`config.mk`:
```
export PLATFORM = sky130hd
export DESIGN_NAME = hazard_unit_md
export DESIGN_NICKNAME = d
export VERILOG_FILES = /design/src/rtl/hazard_unit_md_pkg.sv /design/src/rtl/hazard_unit_md_md_scoreboard.sv /design/src/rtl/hazard_unit_md.sv
export SDC_FILE = /design/constraint.sdc
export NUM_CORES = 1
export LEC_CHECK = 0
export ABC_AREA = 1
export CELL_PAD_IN_SITES_DETAIL_PLACEMENT = 1
export CELL_PAD_IN_SITES_GLOBAL_PLACEMENT = 1
export CORE_UTILIZATION = 29
export CTS_BUF_LIST = sky130_fd_sc_hd__clkbuf_4 sky130_fd_sc_hd__clkbuf_8
export DETAILED_ROUTE_END_ITERATION = 6
export PLACE_DENSITY = 0.79
export REMOVE_ABC_BUFFERS = 1
export SLEW_MARGIN = 20
export SYNTH_ARGS = -nofsm -noshare
export SYNTH_HDL_FRONTEND = slang
export SYNTH_SLANG_ARGS = --single-unit
```
`constraint.sdc`:
```
create_clock -name clk -period 1.66 [get_ports clk]
set_input_delay 0.166 -clock clk [delete_from_list [all_inputs] [get_ports clk]]
set_output_delay 0.166 -clock clk [all_outputs]
set_load 0.02 [all_outputs]
```
`src/rtl/hazard_unit_md_pkg.sv`:
```
// Shared encodings and defaults for the hazard unit and the datapath forwarding muxes.
// No logic of its own.
package hazard_unit_md_pkg;

  localparam int REG_AW_DEF   = 5;
  localparam int LINK_REG_DEF = 31;

  localparam logic [1:0] FWD_RF = 2'b00;
  localparam logic [1:0] FWD_W  = 2'b01;
  localparam logic [1:0] FWD_M  = 2'b10;

  // Countdown must be able to hold the longer of the two latencies.
  function automatic int md_cnt_w(input int mult_lat, input int div_lat);
    return $clog2(((mult_lat > div_lat) ? mult_lat : div_lat) + 1);
  endfunction

endpackage

```
`src/rtl/hazard_unit_md_md_scoreboard.sv`:
```
// HI/LO busy scoreboard: a start loads the unit latency, then the count drains by one per cycle.
// Busy rises the cycle after a start; a newer start always reloads.
module md_scoreboard
  import hazard_unit_md_pkg::*;
#(
  parameter int MULT_LAT = 5,
  parameter int DIV_LAT  = 32,
  parameter int MD_W     = md_cnt_w(MULT_LAT, DIV_LAT)
) (
  input  logic clk,
  input  logic rst_n,
  input  logic md_start,
  input  logic md_is_div,
  output logic md_busy
);

  logic [MD_W-1:0] md_cnt_q;
  logic [MD_W-1:0] md_cnt_d;

  always_comb begin
    md_cnt_d = md_cnt_q;
    if (md_start) begin
      md_cnt_d = md_is_div ? MD_W'(DIV_LAT) : MD_W'(MULT_LAT);
    end else if (md_cnt_q != '0) begin
      md_cnt_d = md_cnt_q - 1'b1;
    end
  end

  always_ff @(posedge clk) begin
    if (!rst_n) begin
      md_cnt_q <= '0;
    end else begin
      md_cnt_q <= md_cnt_d;
    end
  end

  assign md_busy = (md_cnt_q != '0);

endmodule

```
`src/rtl/hazard_unit_md.sv`:
```
// Pipeline hazard unit: E/D forwarding selects, load-use/branch/jr/mult-div stalls, stall counter.
// Selects and stalls are combinational; only the mult/div scoreboard and StallCount hold state.
module hazard_unit_md
  import hazard_unit_md_pkg::*;
#(
  parameter int REG_AW   = REG_AW_DEF,
  parameter int LINK_REG = LINK_REG_DEF,
  parameter int MULT_LAT = 5,
  parameter int DIV_LAT  = 32,
  parameter int CNT_W    = 32
) (
  input  logic              clk,
  input  logic              rst_n,
  input  logic [REG_AW-1:0] Rs_D,
  input  logic [REG_AW-1:0] Rt_D,
  input  logic [REG_AW-1:0] Rs_E,
  input  logic [REG_AW-1:0] Rt_E,
  input  logic [REG_AW-1:0] WriteReg_E,
  input  logic [REG_AW-1:0] WriteReg_M,
  input  logic [REG_AW-1:0] WriteReg_W,
  input  logic              RegWrite_E,
  input  logic              RegWrite_M,
  input  logic              RegWrite_W,
  input  logic              MemRead_E,
  input  logic              MemRead_M,
  input  logic              BranchD,
  input  logic              JrD,
  input  logic              JalM,
  input  logic              MdStart_E,
  input  logic              MdIsDiv_E,
  input  logic              MdUse_D,
  input  logic              StallCntClr,
  output logic [1:0]        ForwardA_E,
  output logic [1:0]        ForwardB_E,
  output logic [1:0]        ForwardA_D,
  output logic [1:0]        ForwardB_D,
  output logic              ForwardJal,
  output logic              Stall_F,
  output logic              Stall_D,
  output logic              Flush_E,
  output logic              MdBusy,
  output logic [CNT_W-1:0]  StallCount
);

  localparam logic [REG_AW-1:0] LINK = REG_AW'(LINK_REG);

  logic             lw_stall;
  logic             br_stall;
  logic             jr_stall;
  logic             md_stall;
  logic             stall;
  logic             hit_e_rs;
  logic             hit_e_rt;
  logic             hit_m_rs;
  logic             hit_m_rt;
  logic [CNT_W-1:0] stall_cnt_q;
  logic [CNT_W-1:0] stall_cnt_d;

  md_scoreboard #(
    .MULT_LAT (MULT_LAT),
    .DIV_LAT  (DIV_LAT)
  ) u_md_sb (
    .clk       (clk),
    .rst_n     (rst_n),
    .md_start  (MdStart_E),
    .md_is_div (MdIsDiv_E),
    .md_busy   (MdBusy)
  );

  always_comb begin
    ForwardA_E = FWD_RF;
    if (Rs_E != '0 && Rs_E == WriteReg_M && RegWrite_M)      ForwardA_E = FWD_M;
    else if (Rs_E != '0 && Rs_E == WriteReg_W && RegWrite_W) ForwardA_E = FWD_W;

    ForwardB_E = FWD_RF;
    if (Rt_E != '0 && Rt_E == WriteReg_M && RegWrite_M)      ForwardB_E = FWD_M;
    else if (Rt_E != '0 && Rt_E == WriteReg_W && RegWrite_W) ForwardB_E = FWD_W;

    // A load in M has no ALU result yet, so it never feeds D directly.
    ForwardA_D[0] = (Rs_D != '0) && (Rs_D == WriteReg_M) && RegWrite_M && !MemRead_M;
    ForwardB_D[0] = (Rt_D != '0) && (Rt_D == WriteReg_M) && RegWrite_M && !MemRead_M;
    ForwardA_D[1] = BranchD && (Rs_D == LINK) && JalM;
    ForwardB_D[1] = BranchD && (Rt_D == LINK) && JalM;
    ForwardJal    = JrD && JalM && (Rs_D == LINK);
  end

  always_comb begin
    hit_e_rs = RegWrite_E && (WriteReg_E != '0) && (WriteReg_E == Rs_D);
    hit_e_rt = RegWrite_E && (WriteReg_E != '0) && (WriteReg_E == Rt_D);
    hit_m_rs = MemRead_M && (WriteReg_M != '0) && (WriteReg_M == Rs_D);
    hit_m_rt = MemRead_M && (WriteReg_M != '0) && (WriteReg_M == Rt_D);

    lw_stall = MemRead_E && (Rt_E != '0) && ((Rs_D == Rt_E) || (Rt_D == Rt_E));
    br_stall = BranchD && (hit_e_rs || hit_e_rt || hit_m_rs || hit_m_rt);
    jr_stall = JrD && (hit_e_rs || hit_m_rs);
    md_stall = MdUse_D && (MdBusy || MdStart_E);
    stall    = lw_stall || br_stall || jr_stall || md_stall;

    Stall_F = stall;
    Stall_D = stall;
    Flush_E = stall;
  end

  always_comb begin
    stall_cnt_d = stall_cnt_q;
    if (StallCntClr) begin
      stall_cnt_d = '0;
    end else if (stall && stall_cnt_q != '1) begin
      stall_cnt_d = stall_cnt_q + 1'b1;
    end
  end

  always_ff @(posedge clk) begin
    if (!rst_n) begin
      stall_cnt_q <= '0;
    end else begin
      stall_cnt_q <= stall_cnt_d;
    end
  end

  assign StallCount = stall_cnt_q;

endmodule

```
==> out/results.txt, run 1 <==
Seq/Total Area, Yosys: 24.2%
WHS Endpoint: u_md_sb.md_cnt_q[0]
GPL Wtd Cong: 0.910
Die width: 106 um
Share of cells above drive strength 1: 38.7%
Nets: 813
Depth of the worst hold-timing path: 3
Cells after Synth: 544
Overall via count from detail_route: 4706
Wirelength per Cell: 19.0 um
Power per cell area: 568 nW/um^2
Seq cells post-synth: 38
Clock Path Buffers: 2
Final Non-Filler Cells: 899
Kind of critical path: register to register
Worst setup SP type: register
RSZ-0062 raised after global routing: yes
Critical path endpoint category: register
Synth unique cells: 40
Hold_sp: rst_n
Avg Inst Size Synth: 5.77 um^2
Clock sink count: 38
Rows: 37
Reg2reg start: StallCount[1]
Reg clk slew, reported paths: 90 ps
Violated checks: negative setup slack
Inst Count DP: 868
Core area: 10400 um^2
# diodes: 0
Die Span Y: 106 um
Wire length on met1: 6430 um
Worst VDD drop: 0.000346 V
Largest net degree at the start of global routing: 33
Vias in the first global route: 4919
Initial antenna violation count: 0
Fillers: 1325
GRT Total Usage: 25.7%
Sw Ratio: 33.4%
Hold Path Class: input pin to register
Vias per cell: 5.23
Flop pwr share: 28.8%
Aggregate global routing overflow: 0
Min Tclk post-route: 1980 ps
Most used flip-flop cell after synthesis: dfxtp_1
Top post-synthesis cells by area: dfxtp_1, nand2_1, nor2_1
LEAKAGE: 2.70 nW
Crit path required time: 1860 ps
Clock power frac: 29.5%
Slew margin rel.: 75.4%
Crit path DAT: 2180 ps
Max Fclk: 505 MHz
Clock tree from TritonCTS: yes
Final worst-path setup slack: -320 ps
Post-synth ARST share: 0%
Tightest Pin Transition: 365 ps
Buffers on Ports: 93
Routed Antenna Nets: 0
Final Hold Viols: 0
Slew Viols, Final: 0
Outcome: finished, violations left
Maximum fanout along the worst path: 14
Pint: 2.25 mW
Setup Skew: 9.57 ps
CTS Root Cell: clkbuf_8
Cts bufs inserted: 5
Flop2flop setup slack: -320 ps
Final WL: 17000 um
R2r endpoint: StallCount[11]
Drt first pass iters: 4
Ys Warns: 0
Uppermost layer routed: met4
First-pass GRT wire length: 23300 um
Psw: 1.13 mW
Synthesized area: 3140 um^2
Tcrit/Tclk final: 119%
DRT iter0 DRCs: 204
CP max stage delay: 370 ps
Detailed Place HPWL: 10200 um
Number of flops mapped to enable cells by yosys: 0
Worst-path cell chain: ha_4 -> nand2_1 -> inv_2 -> nand2_2 -> nor2_4 -> nand3_4 -> nor2_4 -> nand2_4 -> buf_12 -> nand2_1 -> nor2_1 -> a21oi_2 -> nor2_1
Crit path from: StallCount[1]
Cell taking the most area after synthesis: dfxtp_1
# IOs: 94
Syn-to-layout area delta: 89.7%
Initial core utilization: 30.2%
WL met3: 961 um
Final setup TNS: -7320 ps
Gate power share: 41.8%
Die footprint: 11200 um^2
Setup violators final: 38
Clk Latency, worst-skew pair: 310 ps
Slowest CP cell: dfxtp_2
Share of the synthesized area in the top cell type: 24.2%
Worst reg2reg path depth: 13
Max-cap violations: 0
DRC Markers: 0
H-Tree Depth: 2
Met2 wire length: 8900 um
-- metal layers --
metal  vias to the layer above  global-route usage (%)
met1                      2276                    28.7
met5                         -                       0
met4                         0                    8.23
met3                        62                    3.31
li1                       2172                       -
met2                       196                    49.8
-- metrics by stage --
stage | area [um^2] | utilization [%] | total power [mW] | setup WS [ps] | hold WS [ps]
finish | 5960 | 57.2 | 3.38 | -320 | 462
global route | 5960 | 57.2 | 3.52 | -420 | 488
CTS | 5500 | 52.8 | 3.11 | -215 | 476
detailed placement | 5020 | 48.2 | 1.99 | -902 | 482
global placement | 5020 | 48.2 | 1.94 | -734 | 466
floorplan | 3050 | - | 1.41 | -915 | 245
-- cell usage in the layout, fill, tap and decap left out, types with 7 or more instances in the layout --
master	count
nand3_2	19
nand4_1	10
inv_1	54
buf_4	121
a21oi_2	24
nor2_1	83
inv_2	10
a21oi_1	9
xnor2_1	13
nor2_2	16
nand2_2	13
xor2_1	13
nand3_1	34
buf_2	7
dfxtp_2	9
clkdlybuf4s50_1	47
nor2_4	7
dfxtp_1	29
dlygate4sd2_1	13
nand2_1	132
buf_6	7
-- power by group through the flow --
stage	registers [mW]	clock network, mW	logic, mW
2_1_floorplan	0.992	0	0.422
3_3_place_gp	0.979	0	0.961
3_5_place_dp	0.981	0	1.01
4_1_cts	0.967	0.989	1.16
5_1_grt	0.977	1.04	1.50
6_report	0.973	0.997	1.41
-- worst max-delay path: cells and delay by family, from the launching register on --
family          cells  cell delay, ps
simple gates        9             960
buf+inv             2             230
fa+ha+maj           1             140
compound gates      1             170
flops               1             370
-- registers in the layout (all words and copies together), names as in the netlist --
name,cells
StallCount,32
u_md_sb.md_cnt_q,6
-- Yosys cell counts (3+ instances only) --
| cell | n |
|---|---|
| dfxtp_1 | 38 |
| a211oi_1 | 3 |
| xnor2_1 | 13 |
| nand3_1 | 54 |
| nand2_1 | 145 |
| o22ai_1 | 3 |
| a21oi_1 | 38 |
| nor4_1 | 4 |
| buf_2 | 9 |
| o21ai_0 | 5 |
| xor2_1 | 13 |
| nor2_2 | 3 |
| nor3_1 | 7 |
| nor2_1 | 101 |
| inv_1 | 65 |
| clkbuf_2 | 3 |
| nand4_1 | 10 |
-- worst max-delay path by stage --
stage | end | cells after the start
detailed placement | ForwardB_E[1] | 9
floorplan | StallCount[1] | 10
global route | StallCount[16] | 13
global placement | ForwardB_E[1] | 9
finish | StallCount[11] | 13
CTS | StallCount[4] | 10
-- logic make-up after synthesis --
logic type                 after synthesis  synth area share, %
adders and majority gates                2                0.797
buffers and inverters                   83                 10.9
DFF                                     38                 24.2
xor gates and xnor gates                26                 7.25
AOI/OAI and AO/OA                       55                 9.80
and+or+nand+nor                        340                 47.1
-- final cells by class --
class                           count  area [um^2]  area share (%)
Multi-Input combinational cell    423         2530            42.5
Sequential cell                    38          772            13.0
Clock inverter                      3         68.8            1.15
Timing Repair Buffer              227         2090            35.1
Inverter                           67          258            4.33
Clock buffer                        5         68.8            1.15
Tap cell                          136          170            2.86
-- what timing repair did --
item                                    CTS  global route
resized for setup                       183            91
hold buffers                              0             0
endpoints found under the setup margin   45            47
buffers inserted                         10             5
pin swaps                                20            29
gates cloned                              1             7
(Power assumes the default switching activity.)
==> inputs of run 2 (changes only) <==
- CORE_UTILIZATION: 29 -> 35
- PLACE_DENSITY: 0.79 -> 0.89
- clock period: 1.66 -> 2.4 ns (I/O delays scaled with it)
==> run 2 against run 1 <==
  * The run now ends clean
  * Die area fell by 17%
  * Sequential share of layout area rose by 4.0 points
  * Combinational power down 59%
  * Global-route usage is 0.90 points lower
  * Clock-buffer cell count up 1
  * Utilization down 5.6 points
  * Worst hold slack better by 34 ps
  * Total power shrank 46%
  * Non-clock buffer count down 100
  * Highest routed layer unchanged
==> out/results.txt, run 2 (same netlist as run 1, synthesis figures left out) <==
Outcome: finished clean
Reg clk slew, reported paths: 70 ps (-20 ps)
CTS Hold Buffers Added: 0 (unchanged)
Fin area: 4500 um^2 (-25%)
Maximum fanout along the worst path: 6 (-8)
Largest net degree at the start of global routing: 41 (+24%)
Most frequent CP cell: nand2_1
Routed Antenna Nets: 0 (unchanged)
Detailed Place HPWL: 9260 um (-9.3%)
Slew Viols, Final: 0 (unchanged)
Min Tclk post-route: 2280 ps
Total chip power: 1.83 mW (-46%)
Drt first pass iters: 4 (unchanged)
Worst setup SP type: input pin
# diodes: 0 (unchanged)
Tcrit/Tclk final: 95.0%
Wirelength per Cell: 14.9 um (-21%)
Setup Skew: 13.8 ps (+4.26 ps)
Final WL: 11500 um (-33%)
Overall via count from detail_route: 3950 (-16%)
Die width: 96.7 um (-8.8%)
CTS Root Cell: clkbuf_8
Buffers on Ports: 93 (unchanged)
Fillers: 1208 (-8.8%)
Syn-to-layout area delta: 43.2%
Clock sink count: 38 (unchanged)
Placed cell area: 4370 um^2 (-13%)
Share of cells above drive strength 1: 8.91% (-30 points)
Tightest Pin Transition: 498 ps (+133 ps)
Critical path endpoint category: output pin
Final core utilization: 51.6% (-5.6 points)
DRT iter0 DRCs: 128 (-37%)
Number of flip-flops in the largest register: 32 (unchanged)
RSZ-0062 raised after global routing: no
Clock tree from TritonCTS: yes
Vias in the first global route: 4254 (-14%)
Register area: 761 um^2 (-1.5%)
Cts bufs inserted: 5 (unchanged)
Most frequent cells in the layout: nand2_1, nor2_1, clkdlybuf4s50_1
LEAKAGE: 2.02 nW (-25%)
Setup violators final: 0 (-100%)
Max Fclk: 439 MHz
Power per cell area: 408 nW/um^2 (-28%)
Final Hold Viols: 0 (unchanged)
First-pass GRT wire length: 19300 um (-17%)
Kind of critical path: input pin to output pin
Clock Path Buffers: 2 (unchanged)
Initial core utilization: 36.0% (+5.9 points)
Clk Latency, worst-skew pair: 300 ps (about the same)
Most common cell after layout, fill and taps aside: nand2_1
Hold Path Class: register to register
Initial antenna violation count: 0 (unchanged)
Multi-input gate area: 2050 um^2 (-19%)
Slew margin rel.: 66.5% (-8.9 points)
Crit path required time: 2160 ps (+300 ps)
Worst-path cell chain: clkdlybuf4s50_1 -> xnor2_1 -> nand3_1 -> nor2_1 -> nand2_1 -> nand2_1 -> nand2_1 -> nand3_2 -> dlygate4sd2_1
# IOs: 94 (unchanged)
Core area: 8720 um^2 (-16%)
Max-cap violations: 0 (unchanged)
Nets: 713 (-12%)
H-Tree Depth: 2 (unchanged)
Crit path DAT: 2040 ps (-140 ps)
Vias per cell: 5.13 (-2.0%)
Worst VDD drop: 0.000242 V (-30%)
DRC Markers: 0 (unchanged)
GRT Total Usage: 24.8% (-0.90 points)
Final setup TNS: 0 ps (+7320 ps)
CP max stage delay: 650 ps (+280 ps)
Die Span Y: 96.7 um (-8.8%)
GPL Wtd Cong: 0.858 (-5.8%)
Slowest CP cell: clkdlybuf4s50_1
Rows: 34 (-8.1%)
Die footprint: 9360 um^2 (-17%)
Aggregate global routing overflow: 0 (unchanged)
run 2: cell type report:
| type | count | area share [%] |
|---|---|---|
| Multi-Input combinational cell | 423 | 45.6 |
| Timing Repair Buffer | 127 | 26.4 |
| Sequential cell | 38 | 16.9 |
| Inverter | 67 | 5.59 |
| Tap cell | 108 | 3.01 |
| Clock buffer | 6 | 1.84 |
| Clock inverter | 1 | 0.668 |
run 2: stage by stage:
stage                     cells  worst slack (ps)  hold slack, ps
final                       770               120             496
after global routing        770              13.2             530
after global placement      763              -146             464
after detailed placement    763              -154             486
after floorplan             528              -175             319
after CTS                   770              20.6             496
run 2: worst max-delay path, delay by kind of cell:
family | cells | cell delay [ps]
buffers and inverters | 2 | 1000
and+or+nand+nor | 6 | 620
xor gates and xnor gates | 1 | 190
run 2: path summary, 6_finish.rpt:
check	from	cells after the start	endpoint	slack, ps
setup / recovery	Rs_D[2]	9	Flush_E	120
hold / removal	u_md_sb.md_cnt_q[5]	2	u_md_sb.md_cnt_q[5]	500
setup reg to reg	StallCount[1]	13	StallCount[2]	160
hold reg to reg	u_md_sb.md_cnt_q[5]	2	u_md_sb.md_cnt_q[5]	500
run 2: power breakdown:
part           switching [mW]  internal (mW)  total, mW
Clock                   0.249          0.333      0.582
Combinational           0.325          0.252      0.578
Sequential             0.0218          0.651      0.673
Total                   0.596           1.24       1.83
run 2: repair_timing:
| item | in CTS | in global routing |
|---|---|---|
| endpoints found under the hold margin | 0 | 0 |
| endpoints found under the setup margin | 8 | 9 |
| gates resized for setup | 10 | 7 |
| pin swaps | 1 | 1 |
| setup buffers | 0 | 0 |
run 2: layer usage:
| layer | part of all wire [%] | track usage (%) | vias to the layer above | wire [um] |
|---|---|---|---|---|
| met5 | 0 | 0 | - | 0 |
| met4 | 1.4 | 6.31 | 0 | 160 |
| met3 | 2.4 | 2.67 | 13 | 279 |
| met2 | 53 | 49.2 | 66 | 6130 |
| met1 | 43 | 27.6 | 1905 | 4910 |
| li1 | - | - | 1966 | - |
